===== config.mk =====
export PLATFORM = sky130hd
export DESIGN_NAME = rs_int_flat
export DESIGN_NICKNAME = d
export VERILOG_FILES = /design/src/rtl/rs_int_pkg.sv /design/src/rtl/rs_int_if.sv /design/src/rtl/rs_int_age.sv /design/src/rtl/rs_int.sv /design/src/flat_wrapper.sv
export SDC_FILE = /design/constraint.sdc
export NUM_CORES = 2
export LEC_CHECK = 0
export CAP_MARGIN = 10
export CORE_MARGIN = 2
export CORE_UTILIZATION = 45
export CTS_CLUSTER_DIAMETER = 150
export DETAILED_ROUTE_END_ITERATION = 6
export DONT_BUFFER_PORTS = 1
export HOLD_SLACK_MARGIN = 0.02
export PLACE_DENSITY_LB_ADDON = 0.3
export SETUP_SLACK_MARGIN = 0.15
export SLEW_MARGIN = 20
export SYNTH_ARGS = -nofsm -noshare
export SYNTH_HDL_FRONTEND = slang
export SYNTH_SLANG_ARGS = --single-unit

===== constraint.sdc =====
create_clock -name clk -period 4.1 [get_ports clk]
set_clock_uncertainty 0.2 [all_clocks]
set_input_delay 0.82 -clock clk [delete_from_list [all_inputs] [get_ports clk]]
set_output_delay 0.82 -clock clk [all_outputs]
set_load 0.05 [all_outputs]

===== src/rtl/rs_int_pkg.sv =====
// rs_int_pkg: shared sizing and packet types for the integer reservation station
package rs_int_pkg;
  localparam int NUM_ENTRIES = 8;
  localparam int RS_ID_W = $clog2(NUM_ENTRIES);
  localparam int ROBID_W = 6;
  localparam int PREG_W = 6;
  localparam int DATA_W = 32;
  typedef logic [RS_ID_W-1:0] t_rs_id;
  typedef enum logic [1:0] {OP_REG, OP_IMM, OP_PC} t_optype;
  typedef struct packed {
    logic [7:0] opc;
    t_optype    src2_type;
  } t_uinstr;
  typedef struct packed {
    t_uinstr             uinstr;
    logic [ROBID_W-1:0]  robid;
    logic [PREG_W-1:0]   pdst;
    logic [PREG_W-1:0]   psrc1;
    logic [PREG_W-1:0]   psrc2;
    logic                src1_rdy;
    logic                src2_rdy;
    logic [DATA_W-1:0]   src1_val;
    logic [DATA_W-1:0]   src2_val;
  } t_rs_disp_pkt;
  typedef struct packed {
    t_uinstr             uinstr;
    logic [ROBID_W-1:0]  robid;
    logic [PREG_W-1:0]   pdst;
    logic [DATA_W-1:0]   src1_val;
    logic [DATA_W-1:0]   src2_val;
  } t_iss_pkt;
  typedef struct packed {
    logic [PREG_W-1:0] pdst;
    logic [DATA_W-1:0] data;
  } t_prf_wr_pkt;
  typedef struct packed {
    logic valid;
  } t_nuke_pkt;
endpackage


===== src/rtl/rs_int_if.sv =====
// rs_int_if: dispatch, write-back wakeup and issue signals of the integer RS
interface rs_int_if;
  import rs_int_pkg::*;
  t_nuke_pkt          nuke_rb1;
  logic               disp_valid_rs0;
  t_rs_disp_pkt       disp_pkt_rs0;
  logic               disp_rdy_rs0;
  logic               iprf_wr_en_ex1;
  t_prf_wr_pkt        iprf_wr_pkt_ex1;
  logic               iss_ex0;
  t_iss_pkt           iss_pkt_ex0;
  logic [RS_ID_W:0]   rs_occ;
  modport master (
    output nuke_rb1, disp_valid_rs0, disp_pkt_rs0, iprf_wr_en_ex1, iprf_wr_pkt_ex1,
    input  disp_rdy_rs0, iss_ex0, iss_pkt_ex0, rs_occ
  );
  modport slave (
    input  nuke_rb1, disp_valid_rs0, disp_pkt_rs0, iprf_wr_en_ex1, iprf_wr_pkt_ex1,
    output disp_rdy_rs0, iss_ex0, iss_pkt_ex0, rs_occ
  );
endinterface


===== src/rtl/rs_int_age.sv =====
// rs_int_age: age matrix picking the oldest ready entry
module rs_int_age
  import rs_int_pkg::*;
(
  input  logic                   clk,
  input  logic                   reset_n,
  input  logic [NUM_ENTRIES-1:0] alloc_i,
  input  logic [NUM_ENTRIES-1:0] free_i,
  input  logic [NUM_ENTRIES-1:0] ready_i,
  output logic [NUM_ENTRIES-1:0] oldest_o
);
  logic [NUM_ENTRIES-1:0] older_q [NUM_ENTRIES];
  logic [NUM_ENTRIES-1:0] older_d [NUM_ENTRIES];
  logic [NUM_ENTRIES-1:0] col [NUM_ENTRIES];
  // Row i bit j: entry i older than j; a new entry is younger than everyone, frees clear the column
  always_comb begin
    for (int i = 0; i < NUM_ENTRIES; i++) begin
      for (int j = 0; j < NUM_ENTRIES; j++) begin
        older_d[i][j] = alloc_i[i] ? 1'b0 : alloc_i[j] ? (i != j) : free_i[j] ? 1'b0 : older_q[i][j];
        col[j][i] = older_q[i][j];
      end
    end
  end
  for (genvar g = 0; g < NUM_ENTRIES; g++) begin : g_old
    assign oldest_o[g] = ready_i[g] & ~|(ready_i & col[g]);
  end
  // Matrix state
  always_ff @(posedge clk or negedge reset_n) begin
    if (!reset_n) for (int i = 0; i < NUM_ENTRIES; i++) older_q[i] <= '0;
    else for (int i = 0; i < NUM_ENTRIES; i++) older_q[i] <= older_d[i];
  end
endmodule


===== src/rtl/rs_int.sv =====
// rs_int: integer reservation station feeding the single execute pipe
module rs_int
  import rs_int_pkg::*;
(
  input logic     clk,
  input logic     reset_n,
  rs_int_if.slave rs
);
  logic                   nuke, disp_rdy, acc, iss_q;
  logic [NUM_ENTRIES-1:0] valid_q, valid_d, ready, alloc, sel;
  logic [RS_ID_W:0]       occ_q, occ_d;
  t_rs_disp_pkt           ent_q [NUM_ENTRIES];
  t_rs_disp_pkt           ent_d [NUM_ENTRIES];
  t_rs_disp_pkt           disp_e;
  t_iss_pkt               pkt_q, pkt_d;
  t_prf_wr_pkt            wb;
  assign nuke = rs.nuke_rb1.valid;
  assign wb = rs.iprf_wr_pkt_ex1;
  assign disp_rdy = occ_q < (RS_ID_W+1)'(NUM_ENTRIES);
  assign acc = rs.disp_valid_rs0 & disp_rdy & ~nuke;
  assign alloc = acc ? ~valid_q & (valid_q + 1'b1) : '0;
  assign occ_d = nuke ? '0 : occ_q + (RS_ID_W+1)'(acc) - (RS_ID_W+1)'(|sel);
  for (genvar g = 0; g < NUM_ENTRIES; g++) begin : g_rdy
    assign ready[g] = valid_q[g] & ent_q[g].src1_rdy & ent_q[g].src2_rdy & ~nuke;
  end
  rs_int_age u_age (
    .clk      (clk),
    .reset_n  (reset_n),
    .alloc_i  (alloc),
    .free_i   (sel),
    .ready_i  (ready),
    .oldest_o (sel)
  );
  // Dispatched uop: immediates are ready as zero, a same-cycle write-back is captured
  always_comb begin
    disp_e = rs.disp_pkt_rs0;
    if (!disp_e.src1_rdy && rs.iprf_wr_en_ex1 && disp_e.psrc1 == wb.pdst) begin
      disp_e.src1_rdy = 1'b1;
      disp_e.src1_val = wb.data;
    end
    if (disp_e.uinstr.src2_type != OP_REG) begin
      disp_e.src2_rdy = 1'b1;
      disp_e.src2_val = '0;
    end else if (!disp_e.src2_rdy && rs.iprf_wr_en_ex1 && disp_e.psrc2 == wb.pdst) begin
      disp_e.src2_rdy = 1'b1;
      disp_e.src2_val = wb.data;
    end
  end
  // Per-entry wakeup CAMs, allocation into the lowest free slot and release on issue or nuke
  always_comb begin
    for (int i = 0; i < NUM_ENTRIES; i++) begin
      ent_d[i] = ent_q[i];
      if (rs.iprf_wr_en_ex1 && !nuke && !ent_q[i].src1_rdy && ent_q[i].psrc1 == wb.pdst) begin
        ent_d[i].src1_rdy = 1'b1;
        ent_d[i].src1_val = wb.data;
      end
      if (rs.iprf_wr_en_ex1 && !nuke && !ent_q[i].src2_rdy && ent_q[i].psrc2 == wb.pdst) begin
        ent_d[i].src2_rdy = 1'b1;
        ent_d[i].src2_val = wb.data;
      end
      if (alloc[i]) ent_d[i] = disp_e;
      valid_d[i] = !nuke && (alloc[i] || (valid_q[i] && !sel[i]));
    end
  end
  // Issue packet mux from the selected entry
  always_comb begin
    pkt_d = pkt_q;
    for (int i = 0; i < NUM_ENTRIES; i++)
      if (sel[i]) pkt_d = '{ent_q[i].uinstr, ent_q[i].robid, ent_q[i].pdst, ent_q[i].src1_val, ent_q[i].src2_val};
  end
  // Entry array, occupancy and issue flop
  always_ff @(posedge clk or negedge reset_n) begin
    if (!reset_n) begin
      valid_q <= '0;
      occ_q <= '0;
      iss_q <= 1'b0;
      pkt_q <= '0;
      for (int i = 0; i < NUM_ENTRIES; i++) ent_q[i] <= '0;
    end else begin
      valid_q <= valid_d;
      occ_q <= occ_d;
      iss_q <= |sel;
      pkt_q <= pkt_d;
      for (int i = 0; i < NUM_ENTRIES; i++) ent_q[i] <= ent_d[i];
    end
  end
  assign rs.disp_rdy_rs0 = disp_rdy;
  assign rs.iss_ex0 = iss_q;
  assign rs.iss_pkt_ex0 = pkt_q;
  assign rs.rs_occ = occ_q;
  a_sel: assert property (@(posedge clk) disable iff (!reset_n) $onehot0(sel));
  a_full: assert property (@(posedge clk) disable iff (!reset_n) !(|alloc) || (disp_rdy && (alloc & valid_q) == '0));
  a_occ: assert property (@(posedge clk) disable iff (!reset_n) 32'(occ_q) == $countones(valid_q));
endmodule


===== src/flat_wrapper.sv =====
// flat-port wrapper written by rule: the top's interface ports become plain ports
module rs_int_flat import rs_int_pkg::*;
  (clk, reset_n, rs_nuke_rb1, rs_disp_valid_rs0, rs_disp_pkt_rs0, rs_iprf_wr_en_ex1, rs_iprf_wr_pkt_ex1, rs_disp_rdy_rs0, rs_iss_ex0, rs_iss_pkt_ex0, rs_rs_occ);
  rs_int_if rs_i ();
  input logic clk;
  input logic reset_n;
  input wire logic [$bits(rs_i.nuke_rb1)-1:0] rs_nuke_rb1;
  input wire logic [$bits(rs_i.disp_valid_rs0)-1:0] rs_disp_valid_rs0;
  input wire logic [$bits(rs_i.disp_pkt_rs0)-1:0] rs_disp_pkt_rs0;
  input wire logic [$bits(rs_i.iprf_wr_en_ex1)-1:0] rs_iprf_wr_en_ex1;
  input wire logic [$bits(rs_i.iprf_wr_pkt_ex1)-1:0] rs_iprf_wr_pkt_ex1;
  output wire logic [$bits(rs_i.disp_rdy_rs0)-1:0] rs_disp_rdy_rs0;
  output wire logic [$bits(rs_i.iss_ex0)-1:0] rs_iss_ex0;
  output wire logic [$bits(rs_i.iss_pkt_ex0)-1:0] rs_iss_pkt_ex0;
  output wire logic [$bits(rs_i.rs_occ)-1:0] rs_rs_occ;
  assign rs_i.nuke_rb1 = rs_nuke_rb1;
  assign rs_i.disp_valid_rs0 = rs_disp_valid_rs0;
  assign rs_i.disp_pkt_rs0 = rs_disp_pkt_rs0;
  assign rs_i.iprf_wr_en_ex1 = rs_iprf_wr_en_ex1;
  assign rs_i.iprf_wr_pkt_ex1 = rs_iprf_wr_pkt_ex1;
  assign rs_disp_rdy_rs0 = rs_i.disp_rdy_rs0;
  assign rs_iss_ex0 = rs_i.iss_ex0;
  assign rs_iss_pkt_ex0 = rs_i.iss_pkt_ex0;
  assign rs_rs_occ = rs_i.rs_occ;
  rs_int u_core (.clk(clk), .reset_n(reset_n), .rs(rs_i));
endmodule

# Word level (Yosys, flattened, before mapping)
# Cells that the tools add are included.
# classes
n_addsub,3
order_cmp,1
eq_ne,18
mux,136
bitwise_logic,45
reduce_logical,187
# op_table
operator,n
$mux W86,8
$mux W32,19
$mux W66,8
$reduce_bool A3 Y1,56
$eq A6 B6 Y1,18
$mux W1,99
$and A8 B8 Y8,9
$reduce_or A8 Y1,9
$logic_and A1 B1 Y1,53
$reduce_bool A2 Y1,25
$logic_not A1 Y1,35
$and A1 B1 Y1,34
$add A8 B1 Y8 const B,1
$logic_or A1 B1 Y1,8
$mux W8,1
$not A8 Y8,1
$reduce_bool A8 Y1,1
$add A4 B1 Y4,1
$lt A4 B4 Y1 const B,1
$mux W4,1
$sub A4 B1 Y4,1
$not A1 Y1,1
# word_totals
reg_bits,963
output_inout_bits,92
word_cells,543

# Logic depth before layout (Yosys ltp)
# depth
ltp_word,15
mapped_depth,18
mapped_depth_nobuf,13

# Hierarchy
# Synthesis repeated with hierarchy kept, for this count alone.
# hier_totals
hier_cells,4612
hier_area_um2,47560.6
# modules_own_cells
module,instances,cells_each,area_each_um2,seq_area_each_um2
rs_int,1,4380,45195.8,22496.6
rs_int_age,1,232,2364.8,1401.3

# Worst setup path before layout
# No wires, ideal clock.
# synth_path
path_kind,input -> register
startpoint,in rs_nuke_rb1
endpoint,reg u_core.occ_q[2] (netlist: u_core.rs.rs_occ[2])
arrival_ns,3.650
required_time_ns,3.768
path_slack_ns,0.118
cell_stages,16
n_path_buf,4
path_cell_list,buf_6 and4b_1 buf_2 a21boi_2 nand4_4 o21ai_2 nor4_4 buf_2 buf_2 inv_1 ha_1 inv_1 ha_1 fa_1 xnor2_1 nor2_1
# synth_via
elab_chain_cells,9
word_cells_on_any_way,46
cone_classes,add/sub (2); mux (1); bitwise (26); reduce/logical (17)
# synth_rtl
item,line,text
"start, declared",flat_wrapper.sv:7,input wire logic [$bits(rs_i.nuke_rb1)-1:0] rs_nuke_rb1;
$not A1 Y1,"rs_int.sv:20, rs_int.sv:24",
$and A1 B1 Y1,rs_int.sv:24,assign ready[g] = valid_q[g] & ent_q[g].src1_rdy & ent_q[g].src2_rdy & ~nuke;
$and A8 B8 Y8,rs_int_age.sv:25,assign oldest_o[g] = ready_i[g] & ~|(ready_i & col[g]);
$reduce_or A8 Y1,rs_int_age.sv:25,
$logic_not A1 Y1,rs_int_age.sv:25,
$and A1 B1 Y1,rs_int_age.sv:25,
$reduce_or A8 Y1,rs_int.sv:22,assign occ_d = nuke ? '0 : occ_q + (RS_ID_W+1)'(acc) - (RS_ID_W+1)'(|sel);
$sub A4 B1 Y4,rs_int.sv:22,
$mux W4 (*),rs_int.sv:22,
net u_core.occ_d[2],rs_int.sv:11,"logic [RS_ID_W:0] occ_q, occ_d;"
"end signal, assigned",rs_int.sv:75,occ_q <= '0;
"end signal, assigned",rs_int.sv:81,occ_q <= occ_d;
"end, declared",rs_int.sv:11,
# The timed path passes the listed nets; every way through them passes the cells marked *.
# A chain may end at the register's enable or synchronous reset.

==> impl_metrics.yaml <==
synthesis:
  synth_xor_xnor_area_share: 0.0213
  synthMuxAreaShare: 0.0814
  synth_area_sq_um: 45600
  ys_ff_latch: 955
  ys_seq_area_frac: 0.524
  synth_top_flop_cell: "dfrtp_1"
  synth_cells: 4976
  synth_compound_area_frac: 0.157
  ys_warn_count: 0
  syn-mean-instance-area_sq_um: 9.17
  yosys.cell_types.count: 54
  yosys.area_share.adder: 0.00154
  syn_nets: 5124
  synth_top_family_by_area: "simple AND/OR/NAND/NOR gates"
  synth_edf_count: 0
  synthArstFlopShare: 1.00
  synthSimpleGateAreaFrac: 0.170
min_path:
  hold_path.class: "input pin to asynchronous set/reset pin"
clocking:
  cts_setup_buffers: 0
  path_clk_slew_ns: 0.06
  htree_num_levels: 3
  cts_resized: 0
  cts_root_buf: "clkbuf_16"
  clkLatencyLatePin_ns: 0.69
  cts_tree: "yes"
  hold_buffers: 33
  cts_inserted_buffers: 103
  clk_path_buf_depth: 3
  cts.sinks: 955
cells_and_area:
  fin_util: 0.503
  syn2layout_area_growth_pct: 10.6
  nNetsFinal: 4865
  multiInputGateArea_sq_um: 19900
  layout-drive-gt1-share: 0.0885
  nFillCells: 9121
  diodes: 0
  regArea_sq_um: 23900
worst_setup_path:
  r2r_cells: 12
  path_class: "input pin to asynchronous set/reset pin"
  cp_max_fo: 238
  r2r_end: "u_core.rs.rs_occ[2]"
  r2r_slack_ns: 0.64
  cp_data_required_time_ns: 4.47
  worstSetupStartpointType: "input pin"
  r2r_start: "u_core.valid_q[0]"
  critPathArrivalTime_ns: 3.92
  critPathCaptureType: "asynchronous set/reset pin"
sta:
  final.setup.worst_slack_ns: 0.549
  fin_crit_sh: 0.866
  worst_slew_margin_rel: 0.112
  drv_slew: 0
  hold_viol: 0
  rsz0062_at_grt: "no"
  worst_pin_slew_ns: 1.33
  tns_ns: 0
  finalSetupViolCount: 0
  timing.fmax_mhz: 282
  fin_crit_ns: 3.55
die:
  ios: 235
  core_sq_um: 100000
  fp.dieH_um: 322
  rows: 116
  die_area_sq_um: 104000
  start_util: 0.455
  die_width_um: 322
global_routing:
  grt_pass1_wl_um: 233000
  grt_pass1_vias: 36500
  grt_max_degree: 956
  antenna_found_initial: 3
  track_usage: 0.292
  grt_overflow: 0
routing:
  wl_per_cell_um: 25.0
  drtAntennaViolNets: 0
  drtIter0Drc: 5038
  remaining_drc_errors: 3
  firstDrtPassIters: 7
  totalWireLength_um: 154000
  vias: 37700
  vias_per_cell: 6.13
placed_design:
  pre_cts_slack_ns: 0.357
  post-dp-hpwl_um: 83900
  io_buffers: 0
  place.gp.congestion: 0.860
power_and_ir_drop:
  vdd_drop_max_uv: 392
  total_leakage_power_uw: 0.0227
  power_density_nw_per_um2: 509
outcome:
  status: "finished with violations"
  violations: "design-rule violations"
run:
  cap_violations: 0
-- synthesized netlist by cell type (2+ instances only) --
| library cell | instances | share of area |
|---|---|---|
| nor2b_1 | 5 | 0.00069 |
| dfrtp_1 | 955 | 0.52 |
| mux2i_1 | 290 | 0.064 |
| a21boi_0 | 2 | 0.00033 |
| nor2_2 | 2 | 0.00027 |
| o21ai_1 | 3 | 0.00033 |
| buf_6 | 10 | 0.0025 |
| a21boi_1 | 2 | 0.00033 |
| and4b_1 | 8 | 0.0018 |
| nor3_2 | 5 | 0.0011 |
| nor3_1 | 17 | 0.0019 |
| nand2_1 | 1073 | 0.088 |
| xnor2_1 | 87 | 0.017 |
| a21oi_1 | 68 | 0.0075 |
| a221o_1 | 5 | 0.0011 |
| a22oi_2 | 4 | 0.0011 |
| a222oi_1 | 85 | 0.019 |
| nand2b_1 | 6 | 0.00082 |
| o21ai_2 | 51 | 0.0098 |
| o21ai_0 | 313 | 0.034 |
| mux2_2 | 72 | 0.018 |
| a22oi_1 | 20 | 0.0033 |
| a2bb2oi_1 | 82 | 0.016 |
| xor2_1 | 24 | 0.0046 |
| nand3_1 | 18 | 0.0020 |
| nor2_1 | 780 | 0.064 |
| buf_2 | 72 | 0.0079 |
| nor4_2 | 3 | 0.00082 |
| clkbuf_1 | 354 | 0.029 |
| or2_2 | 12 | 0.0016 |
| nand4_1 | 20 | 0.0027 |
| and2_1 | 2 | 0.00027 |
| o211ai_1 | 4 | 0.00066 |
| o22ai_1 | 258 | 0.035 |
| a31oi_1 | 85 | 0.012 |
| a221oi_1 | 82 | 0.016 |
| or4_1 | 2 | 0.00033 |
| buf_1 | 62 | 0.0051 |
| inv_1 | 10 | 0.00082 |
| nor3b_1 | 4 | 0.00066 |
| ha_1 | 4 | 0.0011 |
| and4_1 | 3 | 0.00058 |
-- cell families (layout without fill, tap and decap cells) --
kind of cell,count (synthesis),after routing
simple gates,1966,1966
compound gates,1069,1069
flops,955,955
buf+inv,508,321
mux,362,362
xor+xnor,111,111
fa+ha+maj,5,5
-- critical path, cell delays in order --
cell and delay (ns):
dlygate4sd3_1 0.79, buf_16 0.45, buf_16 0.56, buf_16 0.74
-- through the flow --
step	total power [uW]	hold WS, ns	instances	area, sq um
final	25700	0.00992	6146	50500
after global routing	26800	0.0211	6146	50500
after CTS	25600	-0.251	6132	50200
after detailed placement	16400	0.262	5922	46600
after global placement	16200	0.257	5922	46600
after floorplan	15500	0.245	4976	45600
-- layout make-up --
type                       count  area share
clock inverter                26     0.00635
clock buffer                 151      0.0582
inverter                      10    0.000744
timing repair buffer         134      0.0325
tap                         1357      0.0336
sequential                   955       0.474
multi-input combinational   3513       0.395
-- worst max path at each step --
stage | from | to | slack, ns
5_1_grt | reset_n | u_core.ent_q[550] | 0.31
3_5_place_dp | rs_nuke_rb1 | u_core.rs.iss_pkt_ex0[75] | 0.36
2_1_floorplan | rs_nuke_rb1 | u_core.rs.rs_occ[2] | 0.17
3_3_place_gp | rs_nuke_rb1 | u_core.rs.rs_occ[2] | 0.44
4_1_cts | u_core.valid_q[0] | u_core.rs.rs_occ[2] | 0.70
6_report | reset_n | u_core.ent_q[49] | 0.55
-- registers in the layout, indices dropped and copies added (netlist names) --
signal	count
u_core.ent_q	800
u_core.rs.rs_occ	4
u_core.u_age.col	56
u_core.rs.iss_pkt_ex0	86
u_core.rs.iss_ex0	1
u_core.valid_q	8
-- layer usage --
| metal | vias to the layer above | wire [um] | global-route usage |
|---|---|---|---|
| met2 | 2034 | 69900 | 0.459 |
| met5 | - | 16 | 0 |
| met3 | 302 | 15700 | 0.0676 |
| met4 | 2 | 5240 | 0.102 |
| met1 | 18800 | 62700 | 0.397 |
| li1 | 16600 | - | - |
-- placed cells by master (no fill, tap or decap), types with 11 or more instances in the layout --
| cell | n |
|---|---|
| nand2_1 | 1073 |
| dfrtp_1 | 955 |
| nor2_1 | 772 |
| o21ai_0 | 313 |
| mux2i_1 | 288 |
| o22ai_1 | 258 |
| clkbuf_16 | 103 |
| xnor2_1 | 87 |
| a31oi_1 | 85 |
| a222oi_1 | 85 |
| a2bb2oi_1 | 82 |
| a221oi_1 | 82 |
| mux2_2 | 72 |
| a21oi_1 | 62 |
| buf_4 | 59 |
| o21ai_2 | 51 |
| dlygate4sd3_1 | 37 |
| clkbuf_1 | 30 |
| buf_12 | 29 |
| xor2_1 | 24 |
| a22oi_1 | 20 |
| nand4_1 | 20 |
| nand3_1 | 18 |
| clkbuf_8 | 18 |
| nor3_1 | 16 |
| clkinv_2 | 13 |
| or2_2 | 11 |
-- report_power, final --
group,total (uW),leakage [uW],switching [uW],internal [uW]
Sequential,13400,0.0127,2380,11000
Clock,9180,0.00160,3920,5260
Combinational,3110,0.00838,1690,1420
Total,25700,0.0227,8000,17700
No activity file was read; power rests on OpenSTA's default activity.
